`config.mk`:
```
export PLATFORM = sky130hd
export DESIGN_NAME = vga_sync
export DESIGN_NICKNAME = d
export VERILOG_FILES = /design/src/rtl/vga_sync.sv
export SDC_FILE = /design/constraint.sdc
export NUM_CORES = 1
export LEC_CHECK = 0
export BUFFER_PORTS_ARGS = -buffer_cell sky130_fd_sc_hd__buf_2
export CELL_PAD_IN_SITES_DETAIL_PLACEMENT = 1
export CELL_PAD_IN_SITES_GLOBAL_PLACEMENT = 1
export CORE_MARGIN = 2
export CORE_UTILIZATION = 37
export DETAILED_ROUTE_END_ITERATION = 8
export PLACE_DENSITY_LB_ADDON = 0.1
export REMOVE_ABC_BUFFERS = 1
export SKIP_LAST_GASP = 1
export SYNTH_ARGS = -nofsm -noshare
export SYNTH_HDL_FRONTEND = slang
export SYNTH_SLANG_ARGS = --single-unit
```
`constraint.sdc`:
```
create_clock -name clk -period 2.12 [get_ports clk]
set_clock_uncertainty 0.1 [all_clocks]
set_input_delay 0.636 -clock clk [delete_from_list [all_inputs] [get_ports clk]]
set_output_delay 0.636 -clock clk [all_outputs]
set_load 0.01 [all_outputs]
```
`src/rtl/vga_sync.sv`:
```
// VGA timing generator: clk/4 pixel strobe, pixel and line counters, and
// registered active-low syncs that change on the same edge as the counters.
module vga_sync #(
    parameter int H_DISP = 640,
    parameter int H_FP   = 16,
    parameter int H_SYNC = 96,
    parameter int H_BP   = 48,
    parameter int V_DISP = 480,
    parameter int V_FP   = 10,
    parameter int V_SYNC = 2,
    parameter int V_BP   = 33
) (
    input  logic       clk,
    input  logic       reset,
    output logic       p_tick,
    output logic [9:0] pixel_x,
    output logic [9:0] pixel_y,
    output logic       video_on,
    output logic       hsync,
    output logic       vsync,
    output logic       frame_start
);

    localparam int HT = H_DISP + H_FP + H_SYNC + H_BP;
    localparam int VT = V_DISP + V_FP + V_SYNC + V_BP;

    localparam logic [9:0] H_MAX        = 10'(HT - 1);
    localparam logic [9:0] V_MAX        = 10'(VT - 1);
    localparam logic [9:0] H_VIS        = 10'(H_DISP);
    localparam logic [9:0] V_VIS        = 10'(V_DISP);
    localparam logic [9:0] H_SYNC_FIRST = 10'(H_DISP + H_FP);
    localparam logic [9:0] H_SYNC_LAST  = 10'(H_DISP + H_FP + H_SYNC - 1);
    localparam logic [9:0] V_SYNC_FIRST = 10'(V_DISP + V_FP);
    localparam logic [9:0] V_SYNC_LAST  = 10'(V_DISP + V_FP + V_SYNC - 1);

    logic [1:0] div;
    logic [9:0] h_cnt;
    logic [9:0] v_cnt;
    logic [9:0] h_next;
    logic [9:0] v_next;

    // Out-of-range counts fall back to 0 on the next tick instead of running on.
    always_comb begin
        h_next = h_cnt;
        v_next = v_cnt;
        if (p_tick) begin
            h_next = (h_cnt >= H_MAX) ? 10'd0 : h_cnt + 10'd1;
            if (v_cnt > V_MAX) begin
                v_next = 10'd0;
            end else if (h_cnt == H_MAX) begin
                v_next = (v_cnt == V_MAX) ? 10'd0 : v_cnt + 10'd1;
            end
        end
    end

    // Syncs are decoded from the next counter values so they line up with pixel_x/pixel_y.
    always_ff @(posedge clk or negedge reset) begin
        if (!reset) begin
            div         <= 2'd0;
            p_tick      <= 1'b0;
            h_cnt       <= 10'd0;
            v_cnt       <= 10'd0;
            hsync       <= 1'b1;
            vsync       <= 1'b1;
            frame_start <= 1'b0;
        end else begin
            div         <= div + 2'd1;
            p_tick      <= (div == 2'd2);
            frame_start <= (div == 2'd2) && (h_cnt == 10'd0) && (v_cnt == 10'd0);
            h_cnt       <= h_next;
            v_cnt       <= v_next;
            hsync       <= !((h_next >= H_SYNC_FIRST) && (h_next <= H_SYNC_LAST));
            vsync       <= !((v_next >= V_SYNC_FIRST) && (v_next <= V_SYNC_LAST));
        end
    end

    assign pixel_x  = h_cnt;
    assign pixel_y  = v_cnt;
    assign video_on = (h_cnt < H_VIS) && (v_cnt < V_VIS);

endmodule

```
==> results of run 1 <==
-- cells by family after synthesis --
family	count (synthesis)	synth area share (%)
and+or+nand+nor	78	27.6
AOI/OAI and AO/OA	38	15.0
DFF	26	41.3
xor gates and xnor gates	7	3.88
muxes	4	2.53
adders and majority gates	5	3.96
buffers and inverters	21	5.78
-- Yosys cell counts --
library cell	instances
a21oi_2	1
o21ai_0	13
o22ai_1	2
buf_4	1
dfrtp_1	24
mux2i_1	4
and4b_1	1
nand4b_1	4
nand4_1	5
nor3_1	5
nand2b_1	1
nor2_1	12
nand2_1	18
o31a_1	1
buf_6	1
xnor2_1	2
xor2_1	5
ha_1	5
and2_0	1
nor4_1	2
and3_1	10
and4_1	1
dfstp_2	2
or4_1	1
nor2b_1	2
buf_2	1
or3_4	1
nor4bb_1	1
o41ai_1	1
a21boi_0	1
a31oi_1	1
o211ai_1	2
or3_1	3
inv_1	13
or4_4	1
o211a_1	1
a22oi_1	2
a22o_1	1
nand3_1	7
clkbuf_1	5
nor4_2	1
a21oi_1	8
or3_2	1
o31ai_1	4
-- layer usage --
metal / global-route usage [%] / vias to the layer above / wire, um
li1: - / 760 / -
met1: 26.7 / 809 / 2110
met2: 42.3 / 41 / 2770
met3: 2.76 / 14 / 178
met4: 5.45 / 0 / 115
met5: 0 / - / 0
-- what timing repair did --
item | in CTS | in global routing
gates cloned | 0 | 0
endpoints found under the setup margin | 3 | 7
resized for setup | 4 | 14
setup buffers | 1 | 3
-- where the power goes --
part           switching (mW)  total [mW]  internal [mW]
sequential                  0       0.496          0.496
clock                   0.175       0.428          0.253
combinational         0.00950      0.0102       0.000659
total                   0.184       0.934          0.749
-- state kept, by name, indices dropped and copies added (netlist names) --
register and flops:
hsync 1, pixel_y 10, pixel_x 10, vsync 1, frame_start 1, p_tick 1
div 2
-- cell type report --
type                            count  area, um^2  share of cell area, %
Multi-Input combinational cell    132         907                   42.1
Sequential cell                    26         653                   30.3
Timing Repair Buffer               61         410                   19.1
Tap cell                           50        62.6                   2.91
Inverter                           13        48.8                   2.27
Clock buffer                        3        41.3                   1.92
Clock inverter                      1        30.0                   1.39
-- cells in the final DEF, fill, tap and decap left out, types with 5 or more instances in the layout --
master,synthesis,layout
buf_4,1,32
nand4_1,5,5
xor2_1,5,5
nand2_1,18,17
ha_1,5,5
a21oi_1,8,8
inv_1,13,13
nand3_1,7,7
buf_2,1,25
dfrtp_1,24,24
nor2_1,12,12
and3_1,10,8
o21ai_0,13,12
-- critical path, stage by stage, from the launching register on --
cell      delay, ps
dfrtp_1         410
or3_4           390
or4_4           490
or3_1           360
a21oi_2         150
o211ai_1        100
nand4b_1        180
-- per-stage QoR --
stage	TNS, ps	utilization, %	std cells
detailed placement	-203	48.4	278
finish	-241	53.1	286
global placement	-39.4	48.4	278
floorplan	-221	-	171
global route	-532	53.1	286
CTS	-233	50.9	283
-- worst max-delay path by stage --
| stage | start | endpoint | slack (ps) | cells after the start |
|---|---|---|---|---|
| 3_3_place_gp | pixel_x[6]$_DFF_PN0_ | vsync$_DFF_PN1_ | -40 | 6 |
| 6_report | pixel_x[6]$_DFF_PN0_ | vsync$_DFF_PN1_ | -150 | 6 |
| 5_1_grt | pixel_x[6]$_DFF_PN0_ | vsync$_DFF_PN1_ | -230 | 6 |
| 3_5_place_dp | pixel_x[6]$_DFF_PN0_ | vsync$_DFF_PN1_ | -160 | 7 |
| 2_1_floorplan | pixel_x[0]$_DFF_PN0_ | vsync$_DFF_PN1_ | -190 | 7 |
| 4_1_cts | pixel_x[6]$_DFF_PN0_ | vsync$_DFF_PN1_ | -130 | 6 |
==> impl_metrics.yaml, run 1 <==
status:
  status: "finished with violations"
  violations: "negative setup slack"
clock_tree:
  root_buffer: "clkbuf_8"
  cts_buffers: 3
  cts_buffer_depth: 2
  postCtsHoldBufs: 0
  cts_tree: "done"
  clk_pin_slew_ps: 100
  htree_levels: 1
  clk_latency_ps: 280
  cts.sinks: 26
grt:
  grt_pass1_wl_um: 8820
  grt_pass1_vias: 1740
  grt_overflow_total: 0
  grt_antenna_before_repair: 0
  grt_start_max_net_pins: 27
  grt_usage_pct: 22.4
synthesis:
  yosysTopAreaCellShare_pct: 38.0
  synth-seq-cells: 26
  synth_area_per_cell_um2: 8.84
  yosysWarnings: 0
  synth_area_leaders: "dfrtp_1 (38%), nand2_1 (4.3%), o21ai_0 (4.1%), and3_1 (4.0%), ha_1 (4.0%)"
  yosysUniqueCellTypes: 44
  ys_seq_area_share_pct: 41.3
  syn_inst: 179
  syn_area_um2: 1580
  yosysTopAreaCell: "dfrtp_1"
setup_path:
  reg2reg_depth: 6
  arrival_ps: 2360
  r2r-end: "vsync$_DFF_PN1_"
  crit_required_ps: 2210
  startpoint_type: "register"
  worstPathMaxFanout: 2
  reg2reg_setup_slack_ps: -150
  crit_type: "reg2reg"
  r2r-start: "pixel_x[6]$_DFF_PN0_"
  cp-end-kind: "register"
worst_hold_path:
  hp-class: "in2async"
sta:
  hold_violations: 0
  final-setup-viol-count: 2
  max_slew_margin_pct: 60.4
  finalWorstSetupSlack_ps: -149
  tightest_slew_ps: 594
  final.period_utilization_pct: 107
  slew_violations: 0
  hold_ws_ps: 250
  grt_setup_unrepaired: "true"
  min_period_ps: 2270
  timing.fmax_mhz: 441
pwr:
  total_power_mw: 0.934
  power_density_nw_per_um2: 434
  peakVddDrop_v: 0.000347
  leakage_nw: 1.08
final_layout:
  diodes: 0
  fillers: 476
  drive_gt1_share_pct: 34.7
  nets: 244
  syn_to_final_growth_pct: 36.2
  final_cell_area_um2: 2150
die:
  coreArea_um2: 4060
  fp.dieW_um: 69.4
  die_h_um: 69.4
  num_rows: 23
  dieArea_um2: 4810
  io_pins: 27
  start_util_pct: 39.0
routing:
  vias: 1624
  drc_errors: 0
  viasPerCell: 5.68
  drtIter0Drc: 62
  wl_per_cell_um: 18.1
  postRouteAntennaNets: 0
  dr.pass1.iters: 4
  drt_wl_total_um: 5170
place:
  port_buffers: 26
  globalplace.congestion: 0.937
  dp_slack_ps: -161
  placed_area_um2: 1960
  dp.final_hpwl_um: 3870
flow_run:
  max-cap-violations: 0
(Power assumes the default switching activity.)
==> run 2: changes to the inputs <==
- CORE_ASPECT_RATIO: not set -> 1.5
==> impl_metrics.yaml, run 2 (synthesized netlist as in run 1, its figures left out) <==
setup_path:
  cp_cell_sequence: "or3_4 > or4_4 > or3_4 > a21oi_2 > o211ai_1 > nand4b_1"
  arrival_ps: 2360
  worst_path_largest_cell_delay_ps: 490
  crit_type: "reg2reg"
  slowest_stage: "or4_4"
  startpoint_type: "register"
  worstPathMaxFanout: 3
  cp_common_cell: "or3_4"
  reg2reg_depth: 6
  crit_required_ps: 2210
  cp-end-kind: "register"
die:
  io_pins: 27
  coreArea_um2: 4170
  start_util_pct: 37.9
  fp.dieW_um: 57.4
  die_h_um: 84.1
  num_rows: 29
  dieArea_um2: 4820
grt:
  grt_pass1_wl_um: 8350
  grt_overflow_total: 0
  grt_pass1_vias: 1764
  grt_usage_pct: 22.4
  grt_start_max_net_pins: 27
  grt_antenna_before_repair: 0
sta:
  grt_setup_unrepaired: "true"
  max_slew_margin_pct: 59.1
  tightest_slew_ps: 614
  slew_violations: 0
  final-setup-viol-count: 1
  timing.fmax_mhz: 440
  min_period_ps: 2270
  finalWorstSetupSlack_ps: -152
  final.period_utilization_pct: 107
  hold_ws_ps: 263
  hold_violations: 0
pwr:
  cellInternalPower_mw: 0.624
  switching_share_pct: 21.5
  switchingPower_mw: 0.171
  power_density_nw_per_um2: 381
  seqPwrFrac_pct: 62.3
  p_comb_share_pct: 1.3
  total_power_mw: 0.795
  peakVddDrop_v: 0.000281
  p_clk_share_pct: 36.4
  leakage_nw: 1.05
flow_run:
  max-cap-violations: 0
clock_tree:
  cts.sinks: 26
  cts_tree: "done"
  root_buffer: "clkbuf_8"
  htree_levels: 1
  cts_buffer_depth: 2
  clk_latency_ps: 270
  clk_pin_slew_ps: 90
  cts_buffers: 3
  postCtsHoldBufs: 0
routing:
  drtIter0Drc: 47
  postRouteAntennaNets: 0
  vias: 1599
  drt_wl_total_um: 5100
  viasPerCell: 5.71
  dr.pass1.iters: 4
  drc_errors: 0
  wl_per_cell_um: 18.2
place:
  port_buffers: 26
  globalplace.congestion: 0.806
  dp_cells: 273
  dp_slack_ps: -121
  dp.final_hpwl_um: 3970
final_layout:
  drive_gt1_share_pct: 33.3
  syn_to_final_growth_pct: 31.9
  nets: 243
  fin_util_pct: 50.0
  final_cells: 280
  fillers: 518
  diodes: 0
  layout_commonest_cell: "buf_4"
  layout_common_cells: "buf_4 (32), buf_2 (25), dfrtp_1 (24)"
status:
  violations: "negative setup slack"
  status: "finished with violations"
worst_hold_path:
  hp-class: "in2async"
run 2: layout make-up:
type	instances	area, um^2	share of cell area [%]
clock buffers	3	41.3	1.98
inverters	13	48.8	2.34
multi-input cells	132	886	42.5
flip-flops and latches	26	653	31.3
well taps	46	57.6	2.76
repair buffers	60	399	19.1
run 2: what timing repair did:
action / in CTS / in global routing
setup endpoints to repair: 3 / 7
pin swaps: 0 / 5
buffers inserted: 0 / 5
resized for setup: 3 / 11
hold endpoints to repair: 0 / 0
run 2: critical path: cells and delay by family (launching register included):
family,cells,cell delay [ps]
AOI/OAI and AO/OA,2,280
DFF,1,390
and+or+nand+nor,4,1410
run 2: metal layers:
metal	GRT usage, %	wire (um)	vias up
li1	-	-	755
met1	21.3	1830	799
met2	45.5	3020	32
met3	2.48	117	13
met4	8.67	126	0
met5	0	0	-
run 2: path summary, 6_finish.rpt:
path	startpoint	to	slack, ps
worst min-delay path	reset	pixel_y[0]$_DFF_PN0_	260
max in group asynchronous	reset	pixel_y[4]$_DFF_PN0_	1260
worst max-delay path	pixel_x[6]$_DFF_PN0_	vsync$_DFF_PN1_	-150
worst min register to register	div[0]$_DFF_PN0_	div[0]$_DFF_PN0_	320
min in group clk	div[0]$_DFF_PN0_	div[0]$_DFF_PN0_	320
worst max register to register	pixel_x[6]$_DFF_PN0_	vsync$_DFF_PN1_	-150
run 2: per-stage QoR:
step	area (um^2)	TNS [ps]
floorplan	1540	-221
global placement	1950	-53.7
detailed placement	1950	-192
CTS	2010	-127
global route	2090	-511
finish	2090	-152
run 2: power by group through the flow:
stage	clock network, mW	logic, mW	registers (mW)
finish	0.289	0.0105	0.496
global route	0.312	0.0121	0.496
CTS	0.301	0.0112	0.496
detailed placement	0	0.0112	0.505
global placement	0	0.0106	0.505
floorplan	0	0.000000354	0.506
